**src/rtl/sat_counter.sv**
```systemverilog
// Increment-enable counter that sticks at all-ones instead of wrapping.
module sat_counter #(
  parameter int unsigned CNT_W = 8
) (
  input  logic             i_clk,
  input  logic             i_rst,
  input  logic             i_inc,
  output logic [CNT_W-1:0] o_count
);

  logic [CNT_W-1:0] r_count;

  always_ff @(posedge i_clk) begin
    if (i_rst) begin
      r_count <= '0;
    end else if (i_inc && (r_count != '1)) begin
      r_count <= r_count + CNT_W'(1);
    end
  end

  assign o_count = r_count;

endmodule

```
**config.mk**
```make
export PLATFORM = sky130hd
export DESIGN_NAME = sat_counter
export DESIGN_NICKNAME = d
export VERILOG_FILES = /design/src/rtl/sat_counter.sv
export SDC_FILE = /design/constraint.sdc
export NUM_CORES = 1
export LEC_CHECK = 0
export CAP_MARGIN = 20
export CORE_AREA = 2 2 39 41
export DETAILED_ROUTE_END_ITERATION = 8
export DIE_AREA = 0 0 41 43
export DONT_BUFFER_PORTS = 1
export HOLD_SLACK_MARGIN = 0.03
export SYNTH_ARGS = -nofsm -noshare
export SYNTH_HDL_FRONTEND = slang
export SYNTH_SLANG_ARGS = --single-unit
export TNS_END_PERCENT = 20
```
**constraint.sdc**
```tcl
create_clock -name i_clk -period 3 [get_ports i_clk]
set_clock_uncertainty 0.05 [all_clocks]
set_input_delay 0.45 -clock i_clk [delete_from_list [all_inputs] [get_ports i_clk]]
set_output_delay 0.45 -clock i_clk [all_outputs]
set_load 0.005 [all_outputs]
```
==> results.toml, run 1 <==
[setup_path]
crit_buf_inv = 0
reg2reg_depth = 4
cp-startpoint = "o_count[0]"
crit_path_top_delay_cell = "dfxtp_1"
end_kind = "flip-flop"
cpPeakStageDelay_ns = 0.36
start_kind = "flip-flop"
critPathKind = "reg -> reg"
crit_cells = 4
required_ns = 3.09
path_max_fanout = 6
worst-r2r-setup-slack_ns = 1.51
path_cells = "ha_1 > and3_4 > a21boi_4 > mux2_4"
reg2reg_from = "o_count[0]"
worstSetupEndpoint = "o_count[0]"
r2r_end = "o_count[0]"
crit_family = "flip-flops"
crit_arrival_ns = 1.58

[drt]
wl_per_cell_um = 13.8
route.detailed.drc = 0
drt-initial-drc-count = 4
ant_nets = 0
drtPass1Iterations = 4
wl_um = 885
viasPerCell = 5.77
via_count = 369

[global_routing]
overflow = 0
grt_pass1_wl_um = 1350
globalRouteTotalUtil_pct = 11.6
antenna_found_initial = 0
grt_pass1_vias = 321
grt_max_degree = 9

[die]
die_w_um = 41
core_area_um2 = 1380
ioPinCount = 11
start_util_pct = 31.1
die_h_um = 43
fp.dieArea_um2 = 1760
num_rows = 14

[sta]
hold_viol_final = 0
finalSetupViolations = 0
period_share_pct = 49.7
rsz0062_at_grt = "false"
fmax_mhz = 670
maxSlewHeadroom_pct = 81.4
finalCriticalPeriod_ns = 1.49
worst_slew_pin_slew_ns = 0.278
fin_setup_tns_ns = 0
slew_violations = 0

[placement]
place_area_um2 = 439
placedCellCount = 61
place.gp.congestion = 0.677
hpwl_um = 630
port_buffers = 0

[synth]
syn_area_um2 = 430
synth_top_area_share_pct = 37.2
yosys.area.top_type = "dfxtp_1"
syn_nets = 50
synth-seq-cells = 8
yosysMostFrequentCell = "dfxtp_1"
async_reset_ff_share_pct = 0
yosysWarnings = 0
yosysSeqAreaShare_pct = 37.2
synth_flop_cell = "dfxtp_1"
synth_area_per_cell_um2 = 9.36
yosys-top-cells-count = "8 x dfxtp_1, 5 x a21oi_1, 5 x nand2_1"
yosys-top-cells-area = "dfxtp_1 37%, a21oi_1 5.8%, a21boi_4 4.4%, nand2_1 4.4%, and4_1 4.1%"
synthCells = 46
synth_edf_count = 0
ys_types = 25

[worst_hold_path]
hold_class = "in -> reg"

[clocking]
root_buffer = "clkbuf_4"
cts_resized = 0
cts_max_level = 1
clockBufferDepth = 2
cts_hold_repair.buffers = 0
cts_buffers = 3
post_cts_buffers = 0
clkLatencyLatePin_ns = 0.25
clkSinkCount = 8
cts.clk_slew.worst_paths_ns = 0.05
cts_tree = "done"

[finish]
multi_input_area_um2 = 255
drive_gt1_share_pct = 16.7
final_nets = 54
areaGrowthSynthToFinish_pct = 7.27
fillers = 146
insertedDiodeCount = 0
finalNonFillerCells = 64
largest_reg_flops = 8
regArea_um2 = 160
final_util_pct = 33.4
final_area_um2 = 462

[run_status]
status = "completed"

[pwr]
p_leak_nw = 0.165
power_w = 0.000205
ir_drop_v = 0.0000999
power_density_nw_per_um2 = 445

[flow_run]
cap_violations = 0
==> worst register-to-register path, stage by stage (launching register included) <==
cell and delay (ns):
dfxtp_1 0.36, ha_1 0.27, and3_4 0.21, a21boi_4 0.18
mux2_4 0.31
==> cell type report <==
cell class	count	area share (%)
clock buffers	3	4.88
inverters	1	0.813
multi-input cells	36	55.3
flip-flops and latches	8	34.7
well taps	16	4.34
==> routing by layer <==
metal	GRT usage, %	routed length [um]
met5	0	0
met1	14.4	415
met4	10.0	14
met2	16.3	419
met3	2.09	35
==> worst min path at each step <==
stage	start	end	slack, ns	cells past startpoint
5_1_grt	i_rst	o_count[7]	0.20	1
3_5_place_dp	o_count[1]	o_count[1]	0.47	2
6_report	i_rst	o_count[7]	0.22	1
2_1_floorplan	o_count[1]	o_count[1]	0.44	2
4_1_cts	i_rst	o_count[7]	0.21	1
3_3_place_gp	o_count[1]	o_count[1]	0.47	2
==> through the flow <==
step | hold WS (ns) | setup slack (ns)
6_report | 0.217 | 1.51
3_5_place_dp | 0.471 | 1.51
4_1_cts | 0.208 | 1.50
3_3_place_gp | 0.465 | 1.52
2_1_floorplan | 0.438 | 1.58
5_1_grt | 0.205 | 1.45
==> cell families after synthesis <==
kind of cell / share of synthesized area [%]
adders and majority gates: 2.91
and+or+nand+nor: 24.7
muxes: 5.81
DFF: 37.2
buffers and inverters: 3.49
AOI/OAI and AO/OA: 25.9
==> cell usage in the layout (no fill, tap or decap) <==
cell type	count
a21boi_4	1
and4_1	2
nor3_1	2
nand4_1	2
mux2_4	1
ha_1	1
a21oi_1	5
a211oi_1	2
o21ai_1	1
a31oi_1	1
inv_1	1
nand3_1	2
a21boi_0	1
clkbuf_4	3
dfxtp_1	8
and3_4	1
nor2_1	1
and2b_2	1
a311oi_1	1
or3_2	1
nand2b_1	1
o311a_1	1
nand2_1	5
o21bai_1	2
mux2i_1	1
==> power breakdown <==
part	leakage (nW)	total, W	switching (W)	internal (W)
Combinational	0.0865	0.0000108	0.00000449	0.00000627
Clock	0.0138	0.0000812	0.0000355	0.0000457
Sequential	0.0648	0.000113	0.00000426	0.000109
Total	0.165	0.000205	0.0000443	0.000161
Power figures use the tool's default switching activity.
==> run 2: changes to the inputs <==
- clock period: 3 -> 1.25 ns (I/O delays scaled with it)
==> results.toml, run 2 (synthesized netlist as in run 1, its figures left out) <==
[run_status]
status = "finished with violations"
violations = "negative setup slack"

[setup_path]
required_ns = 1.34
end_kind = "flip-flop"
path_max_fanout = 3
crit_arrival_ns = 1.37
critPathKind = "reg -> reg"
start_kind = "flip-flop"

[die]
die_h_um = 43
die_w_um = 41
core_area_um2 = 1380
fp.dieArea_um2 = 1760
ioPinCount = 11
start_util_pct = 31.1
num_rows = 14

[sta]
slew_violations = 0
maxSlewHeadroom_pct = 84.0
finalCriticalPeriod_ns = 1.28
hold_viol_final = 0
finalSetupViolations = 1
period_share_pct = 102
timing.final.ws_setup_ns = -0.0273
worst_slew_pin_slew_ns = 0.239
rsz0062_at_grt = "true"
fmax_mhz = 783

[drt]
drt-initial-drc-count = 3
wl_per_cell_um = 13.9
viasPerCell = 5.55
ant_nets = 0
via_count = 427
wl_um = 1070
route.detailed.drc = 0
drtPass1Iterations = 4

[global_routing]
grt_pass1_wl_um = 1670
globalRouteTotalUtil_pct = 14.3
top_usage_layer = "met2"
grt_use_met3_pct = 7.33
grt_pass1_vias = 376
antenna_found_initial = 0
grt_use_met2_pct = 18.4
overflow = 0
grt_max_degree = 8
gr-usage-met1_pct = 18.4

[clocking]
cts_max_level = 1
clkLatencyLatePin_ns = 0.25
cts_tree = "done"
post_cts_buffers = 0
cts.clk_slew.worst_paths_ns = 0.06
cts_buffers = 3
clkSinkCount = 8
clockBufferDepth = 2
root_buffer = "clkbuf_4"

[placement]
place_area_um2 = 547
port_buffers = 0
dp_slack_ns = -0.0307
hpwl_um = 757
place.gp.congestion = 0.729

[finish]
regArea_um2 = 166
multi_input_area_um2 = 282
final_nets = 67
final_cell_mix = "12 x buf_4, 5 x a21oi_1, 5 x nand2_1, 5 x dfxtp_2"
final_area_um2 = 594
final_common_cell = "buf_4"
fillers = 144
drive_gt1_share_pct = 47.5
insertedDiodeCount = 0
largest_reg_flops = 8
areaGrowthSynthToFinish_pct = 38.1

[pwr]
p_leak_nw = 0.238
ir_drop_v = 0.000392
power_density_nw_per_um2 = 881

[worst_hold_path]
hold_class = "in -> reg"

[flow_run]
cap_violations = 0
[run 2: power by group]
part	switching, W	leakage (nW)	internal, W
Sequential	0.00000663	0.0671	0.000263
Combinational	0.0000211	0.157	0.0000309
Clock	0.0000914	0.0138	0.000110
Total	0.000119	0.238	0.000404
[run 2: area by class of cell]
cell class | count | share of cell area, %
Clock buffer | 3 | 3.79
Inverter | 1 | 0.632
Multi-Input combinational cell | 36 | 47.4
Sequential cell | 8 | 28.0
Tap cell | 16 | 3.37
Timing Repair Buffer | 13 | 16.8
[run 2: what timing repair did]
item | in CTS | in global routing
resized for setup | 0 | 5
pin swaps | 1 | 1
hold buffers | 1 | 0
hold endpoints to repair | 3 | 0
cloned | 0 | 0
endpoints found under the setup margin | 2 | 5
[run 2: metrics by stage]
step	total power, W	utilization, %	TNS, ns	instances	hold slack, ns
6_report	0.000523	42.9	-0.0273	77	0.0609
5_1_grt	0.000563	42.9	-0.107	77	0.0557
4_1_cts	0.000532	41.9	-0.0353	77	0.0585
3_5_place_dp	0.000324	39.5	-0.0307	73	0.214
3_3_place_gp	0.000323	39.5	-0.0196	73	0.214
2_1_floorplan	0.000303	-	-0.0514	46	0.210
[run 2: critical path, stage by stage (launching register included)]
cell	delay [ns]
dfxtp_2	0.33
ha_4	0.15
and3_4	0.19
a21boi_4	0.14
mux2_4	0.30
[run 2: final timing paths]
path	start	endpoint	slack [ns]	cells after the start
min	i_rst	o_count[3]	0.06	2
max	o_count[1]	o_count[0]	-0.03	4
min reg2reg	o_count[5]	o_count[5]	0.50	2
max reg2reg	o_count[1]	o_count[0]	-0.03	4
[run 2: per-layer routing]
metal | up-vias | routed length (um)
met4 | 0 | 16
met2 | 24 | 517
met3 | 2 | 102
met5 | - | 0
met1 | 190 | 434
li1 | 211 | -
